--- config.mk ---
export PLATFORM = sky130hd
export DESIGN_NAME = bus_rx_fifo
export DESIGN_NICKNAME = d
export VERILOG_FILES = /design/src/rtl/bus_pkg.sv /design/src/rtl/bus_rx_mem.sv /design/src/rtl/bus_rx_fifo.sv
export SDC_FILE = /design/constraint.sdc
export NUM_CORES = 1
export LEC_CHECK = 0
export CAP_MARGIN = 10
export CORE_MARGIN = 4
export CORE_UTILIZATION = 40
export DETAILED_ROUTE_END_ITERATION = 12
export GPL_TIMING_DRIVEN = 0
export PLACE_DENSITY = 0.63
export SLEW_MARGIN = 20
export SYNTH_ARGS = -nofsm -noshare
export SYNTH_HDL_FRONTEND = slang
export SYNTH_SLANG_ARGS = --single-unit
--- constraint.sdc ---
create_clock -name clk -period 3.4 [get_ports clk]
set_input_delay 0.51 -clock clk [delete_from_list [all_inputs] [get_ports clk]]
set_output_delay 0.51 -clock clk [all_outputs]
set_load 0.05 [all_outputs]
--- src/rtl/bus_pkg.sv ---
// Shared definitions for the data bus and its receive queue.
package bus_pkg;

  // Width of one word on the shared tri-state data bus.
  localparam int BUS_W = 32;

  // Entries in the bus receive queue unless a parent overrides it.
  localparam int FIFO_DEPTH = 4;

  typedef logic [BUS_W-1:0] bus_word_t;

endpackage : bus_pkg

--- src/rtl/bus_rx_mem.sv ---
// Storage array for the bus receive queue: one synchronous write port and
// one combinational read port. The contents are deliberately left unreset.
module bus_rx_mem #(
  parameter int DATA_W = 32,
  parameter int DEPTH  = 4,
  parameter int AW     = 2
) (
  input  logic              clk,
  input  logic              we_i,
  input  logic [AW-1:0]     waddr_i,
  input  logic [DATA_W-1:0] wdata_i,
  input  logic [AW-1:0]     raddr_i,
  output logic [DATA_W-1:0] rdata_o
);

  logic [DATA_W-1:0] mem_q [DEPTH];

  // Write the incoming bus word into the selected slot.
  always_ff @(posedge clk) begin
    if (we_i) begin
      mem_q[waddr_i] <= wdata_i;
    end
  end

  assign rdata_o = mem_q[raddr_i];

endmodule : bus_rx_mem

--- src/rtl/bus_rx_fifo.sv ---
// Receive queue for the shared 32-bit data bus. Every cycle the bus driver
// enable is high, the bus word is captured into a small FIFO. The consumer
// drains it over a valid/ready handshake. A word arriving at a full queue is
// dropped and latched into the sticky overflow flag.
// Optional build macro: BUS_RX_DROP_CNT_EN adds a saturating 16-bit drop_cnt
// output that counts dropped words and is cleared together with overflow.
module bus_rx_fifo
  import bus_pkg::*;
#(
  parameter  int DATA_W = BUS_W,
  parameter  int DEPTH  = FIFO_DEPTH,
  localparam int PTR_W  = $clog2(DEPTH)
) (
  input  logic              clk,
  input  logic              reset,
  input  logic [DATA_W-1:0] data_bus,
  input  logic              bus_en,
  output logic [DATA_W-1:0] out_data,
  output logic              out_valid,
  input  logic              out_ready,
  output logic              full,
  output logic              overflow,
  input  logic              clr_ovf,
  output logic [PTR_W:0]    level
`ifdef BUS_RX_DROP_CNT_EN
  ,
  output logic [15:0]       drop_cnt
`endif
);

  // Pointers carry one extra wrap bit so that full and empty can be told apart.
  logic [PTR_W:0]    wrPtr_q, wrPtr_d;
  logic [PTR_W:0]    rdPtr_q, rdPtr_d;
  logic              ovf_q, ovf_d;
  logic              isEmpty, isFull;
  logic              doPush, doPop, dropEv;
  logic [DATA_W-1:0] memRdata;

  assign isEmpty = (wrPtr_q == rdPtr_q);
  assign isFull  = (wrPtr_q[PTR_W] != rdPtr_q[PTR_W]) &&
                   (wrPtr_q[PTR_W-1:0] == rdPtr_q[PTR_W-1:0]);

  // A pop frees a slot in the same edge, so a full queue still accepts a push
  // when the consumer is taking the head word.
  assign doPop  = !isEmpty && out_ready;
  assign doPush = bus_en && (!isFull || doPop);
  assign dropEv = bus_en && isFull && !doPop;

  // Next-state for the pointers and the sticky overflow flag; a new drop beats a clear.
  always_comb begin
    wrPtr_d = wrPtr_q;
    rdPtr_d = rdPtr_q;
    ovf_d   = ovf_q;
    if (doPush) begin
      wrPtr_d = wrPtr_q + {{PTR_W{1'b0}}, 1'b1};
    end
    if (doPop) begin
      rdPtr_d = rdPtr_q + {{PTR_W{1'b0}}, 1'b1};
    end
    if (dropEv) begin
      ovf_d = 1'b1;
    end else if (clr_ovf) begin
      ovf_d = 1'b0;
    end
  end

  // Pointer and flag registers; reset empties the queue immediately.
  always_ff @(posedge clk or posedge reset) begin
    if (reset) begin
      wrPtr_q <= '0;
      rdPtr_q <= '0;
      ovf_q   <= 1'b0;
    end else begin
      wrPtr_q <= wrPtr_d;
      rdPtr_q <= rdPtr_d;
      ovf_q   <= ovf_d;
    end
  end

  bus_rx_mem #(
    .DATA_W (DATA_W),
    .DEPTH  (DEPTH),
    .AW     (PTR_W)
  ) u_mem (
    .clk     (clk),
    .we_i    (doPush),
    .waddr_i (wrPtr_q[PTR_W-1:0]),
    .wdata_i (data_bus),
    .raddr_i (rdPtr_q[PTR_W-1:0]),
    .rdata_o (memRdata)
  );

  // The storage is never reset, so the head word is forced to zero while empty.
  assign out_data  = isEmpty ? '0 : memRdata;
  assign out_valid = !isEmpty;
  assign full      = isFull;
  assign overflow  = ovf_q;
  assign level     = wrPtr_q - rdPtr_q;

`ifdef BUS_RX_DROP_CNT_EN
  logic [15:0] dropCnt_q, dropCnt_d;

  // Saturating drop counter; a drop coinciding with a clear restarts the count at one.
  always_comb begin
    dropCnt_d = dropCnt_q;
    if (dropEv) begin
      if (clr_ovf) begin
        dropCnt_d = 16'd1;
      end else if (dropCnt_q != 16'hFFFF) begin
        dropCnt_d = dropCnt_q + 16'd1;
      end
    end else if (clr_ovf) begin
      dropCnt_d = 16'd0;
    end
  end

  // Drop counter register.
  always_ff @(posedge clk or posedge reset) begin
    if (reset) begin
      dropCnt_q <= 16'd0;
    end else begin
      dropCnt_q <= dropCnt_d;
    end
  end

  assign drop_cnt = dropCnt_q;
`endif

endmodule : bus_rx_fifo

==> impl_metrics.yaml, run 1 <==
timing:
  final_period_minus_worst_setup_slack_ns: 3.32
  finClkSkew_ns: 0.00571
  layout_setup_ws_ns: 0.0768
  final_worst_path_cycle_share_pct: 97.7
  slew_headroom_pct: 64.2
  final_max_slew_viol_count: 0
  max_frequency_mhz: 301
  final_hold_viol_count: 0
  actual_slew_at_the_worst_max_slew_pin_ns: 0.537
  unrepaired_setup_endpoints_after_global_routing: "true"
  setup_violations: 0
clocking:
  cts_max_path_buffers: 2
  cts_made_buffers: 17
  worstSkewPairLatency_ns: 0.41
  cts.clk_slew.worst_paths_ns: 0.05
  cts_hold_repair.buffers: 0
  post_cts_buffers: 0
  tritoncts: "done"
  cts_num_sinks: 135
  htree_num_levels: 4
  cts_root_buf: "sky130_fd_sc_hd__clkbuf_16"
global_routing:
  grt_pass1_vias: 2930
  grt_start_max_net_pins: 23
  grt_pass1_wl_um: 15800
  globalRouteOverflowTotal: 0
  grt_resource_usage_total_pct: 13.3
  grt_antenna_before_repair: 0
floorplanning:
  die_width_um: 127
  initial_core_util_pct: 40.8
  core_um2: 13800
  num_io_pins: 75
  rows: 43
  die_h_um: 127
  fp.dieArea_um2: 16100
route:
  antenna_left: 0
  drt_first_pass_iters: 6
  route.final.wire_length_um: 9930
  drc_errors: 0
  drtIter0Drc: 121
  post_drt_via_cell_ratio: 4.79
  wl_per_cell_um: 18.3
  route.vias.total: 2595
synthesis:
  netlist_instances: 255
  count_of_flip_flops_with_a_built_in_enable_after_synthesis: 128
  synth_top_cells_by_count: "sky130_fd_sc_hd__edfxtp_1, sky130_fd_sc_hd__mux4_2, sky130_fd_sc_hd__nor2b_4"
  synth_most_common_cell: "sky130_fd_sc_hd__edfxtp_1"
  ys_dominant_reg_cell: "sky130_fd_sc_hd__edfxtp_1"
  synth-warning-count: 0
  synth.top_cells.by_area: "sky130_fd_sc_hd__edfxtp_1, sky130_fd_sc_hd__mux4_2, sky130_fd_sc_hd__nor2b_4"
  syn-mean-instance-area_um2: 22.1
  synthesis.nets: 300
  synth_top_area_share_pct: 68.2
  synth.lib_cells_used.distinct: 28
  synth_top_area_cell: "sky130_fd_sc_hd__edfxtp_1"
  synth-seq-area-share_pct: 71.3
  synth-seq-cells: 135
  async_flop_share_pct: 5.19
  mappedNetlistArea_um2: 5640
layout:
  area_delta_synth_final_pct: 27.4
  fillerInstances: 1127
  final_cell_area_um2: 7180
  antenna-diode-count: 0
  drive_gt1_share_pct: 28.5
  register_area_um2: 4020
  area_of_the_multi_input_gates_um2: 1470
  nets: 397
placement:
  dp_slack_ns: -0.0651
  place_hpwl_um: 6450
  placement.cell_area_um2: 6710
  port-buffer-count: 74
  place.gp.congestion: 0.711
status:
  result_of_the_run: "finished, final reports clean"
min_path:
  hp-class: "in2async"
critical_path:
  critPathArrivalTime_ns: 2.81
  worst-endpoint-required_ns: 2.89
  setup.worst_path.start_class: "flop"
  crit_fanout: 10
  crit_path_end_kind: "primary output"
  setup.worst_path.class: "reg2out"
run:
  timing.max_cap.violations: 0
## registers in the layout (all words and copies together) (netlist names)
name	flops
overflow	1
rdPtr_q	3
u_mem.mem_q	128
wrPtr_q	3
## kinds of logic after synthesis
logic type | Yosys count | synth area share (%)
compound gates | 5 | 0.755
flops | 135 | 71.3
buf+inv | 20 | 2.82
simple gates | 48 | 8.92
mux | 34 | 13.4
fa+ha+maj | 8 | 1.91
xor+xnor | 5 | 0.910
## timing repair
item                                    4_1_cts  5_1_grt
endpoints found under the hold margin         0        0
pin swaps                                     1        0
endpoints found under the setup margin       33       31
gates resized for setup                      35        1
## cells in the final DEF, fill, tap and decap left out
cell type                         synthesis  routed
sky130_fd_sc_hd__nor2b_4                 29      29
sky130_fd_sc_hd__nor2b_1                  3       3
sky130_fd_sc_hd__clkdlybuf4s50_1          0      40
sky130_fd_sc_hd__nor2_1                   3       3
sky130_fd_sc_hd__bufinv_16                0       1
sky130_fd_sc_hd__buf_2                    4       3
sky130_fd_sc_hd__dlymetal6s2s_1           0       1
sky130_fd_sc_hd__mux2_2                   1       1
sky130_fd_sc_hd__a221o_1                  1       1
sky130_fd_sc_hd__inv_1                    9       9
sky130_fd_sc_hd__nor3b_1                  1       1
sky130_fd_sc_hd__nand3b_1                 1       1
sky130_fd_sc_hd__and3_2                   0       4
sky130_fd_sc_hd__nand2b_1                 1       1
sky130_fd_sc_hd__o22ai_1                  1       1
sky130_fd_sc_hd__buf_16                   0       3
sky130_fd_sc_hd__buf_12                   3       4
sky130_fd_sc_hd__clkbuf_16                0      17
sky130_fd_sc_hd__o311ai_0                 1       1
sky130_fd_sc_hd__nor2_4                   0       1
sky130_fd_sc_hd__mux4_1                   3       3
sky130_fd_sc_hd__edfxtp_1               128     128
sky130_fd_sc_hd__ha_1                     7       7
sky130_fd_sc_hd__xnor2_1                  4       4
sky130_fd_sc_hd__o21ai_2                  2       2
sky130_fd_sc_hd__nand2_1                  4       4
sky130_fd_sc_hd__clkinv_1                 0       4
sky130_fd_sc_hd__fa_1                     1       1
sky130_fd_sc_hd__mux2_1                   1       1
sky130_fd_sc_hd__dlygate4sd2_1            0      33
sky130_fd_sc_hd__mux4_2                  29      29
sky130_fd_sc_hd__clkinv_2                 0       3
sky130_fd_sc_hd__dfrtp_1                  7       7
sky130_fd_sc_hd__xor2_2                   1       1
sky130_fd_sc_hd__buf_4                    0       1
sky130_fd_sc_hd__buf_6                    4       4
sky130_fd_sc_hd__clkbuf_1                 0       4
sky130_fd_sc_hd__or3_1                    1       1
## per-stage QoR
| step | hold slack (ns) | cells | utilization, % | setup TNS, ns |
|---|---|---|---|---|
| detailed placement | 0.522 | 513 | 48.5 | -1.50 |
| global placement | 0.520 | 509 | 47.8 | -22.65 |
| finish | 0.338 | 542 | 51.9 | 0 |
| CTS | 0.328 | 542 | 51.9 | 0 |
| global route | 0.359 | 542 | 51.9 | -3.58 |
| floorplan | 0.313 | 255 | - | 0 |
## path summary, 6_finish.rpt
path | start | endpoint | slack [ns] | depth (start not counted)
worst max-delay path | rdPtr_q[1] | out_data[0] | 0.08 | 9
max in group asynchronous | reset | wrPtr_q[1] | 2.85 | 2
worst max register to register | rdPtr_q[1] | u_mem.mem_q[2][12] | 0.77 | 8
worst min register to register | wrPtr_q[0] | wrPtr_q[0] | 0.53 | 1
worst min-delay path | reset | overflow | 0.34 | 2
min in group clk | wrPtr_q[0] | wrPtr_q[0] | 0.53 | 1
## critical path, stage by stage (launching register included)
cell	delay, ns
sky130_fd_sc_hd__dfrtp_1	0.39
sky130_fd_sc_hd__buf_2	0.21
sky130_fd_sc_hd__buf_4	0.23
sky130_fd_sc_hd__inv_1	0.06
sky130_fd_sc_hd__ha_1	0.30
sky130_fd_sc_hd__nand2_1	0.22
sky130_fd_sc_hd__nor2_4	0.11
sky130_fd_sc_hd__buf_6	0.20
sky130_fd_sc_hd__nor2b_4	0.13
sky130_fd_sc_hd__dlygate4sd2_1	0.54
## metal layers
layer / part of all wire, % / up-vias / global-route usage [%] / wire [µm]
met3: 4.8 / 12 / 4.72 / 481
met5: 0 / - / 0 / 0
met1: 42 / 1318 / 16.0 / 4200
met4: 1.4 / 0 / 5.30 / 140
li1: - / 1204 / - / -
met2: 51 / 61 / 21.9 / 5110
## layout make-up
class | instances | area share [%]
Buffer | 11 | 1.78
Clock inverter | 8 | 0.837
Timing Repair Buffer | 78 | 11.2
Clock buffer | 21 | 6.13
Inverter | 9 | 0.471
Multi-Input combinational cell | 100 | 20.5
Tap cell | 180 | 3.14
Sequential cell | 135 | 56.0
Power of run 1 is not shown: default switching activity piles up to over one toggle a cycle in this logic, so the estimate is an artifact.
==> run 2: changes to the inputs <==
--- a/config.mk
+++ b/config.mk
@@ -5,7 +5,7 @@
 export SDC_FILE = /design/constraint.sdc
 export NUM_CORES = 1
 export LEC_CHECK = 0
-export CAP_MARGIN = 10
+export CAP_MARGIN = 5
 export CORE_MARGIN = 4
 export CORE_UTILIZATION = 40
 export DETAILED_ROUTE_END_ITERATION = 12
==> results of run 2 <==
Same layout as run 1: the final DEF is identical, and so are final timing and power.
Power of run 2 is left out for the same reason.
==> run 3: changes to the inputs <==
--- a/config.mk
+++ b/config.mk
@@ -5,7 +5,8 @@
 export SDC_FILE = /design/constraint.sdc
 export NUM_CORES = 1
 export LEC_CHECK = 0
-export CAP_MARGIN = 5
+export ABC_AREA = 0
+export CAP_MARGIN = 20
 export CORE_MARGIN = 4
 export CORE_UTILIZATION = 40
 export DETAILED_ROUTE_END_ITERATION = 12
==> results of run 3 <==
Same layout as run 1: the final DEF is identical, and so are final timing and power.
Power of run 3 is left out for the same reason.
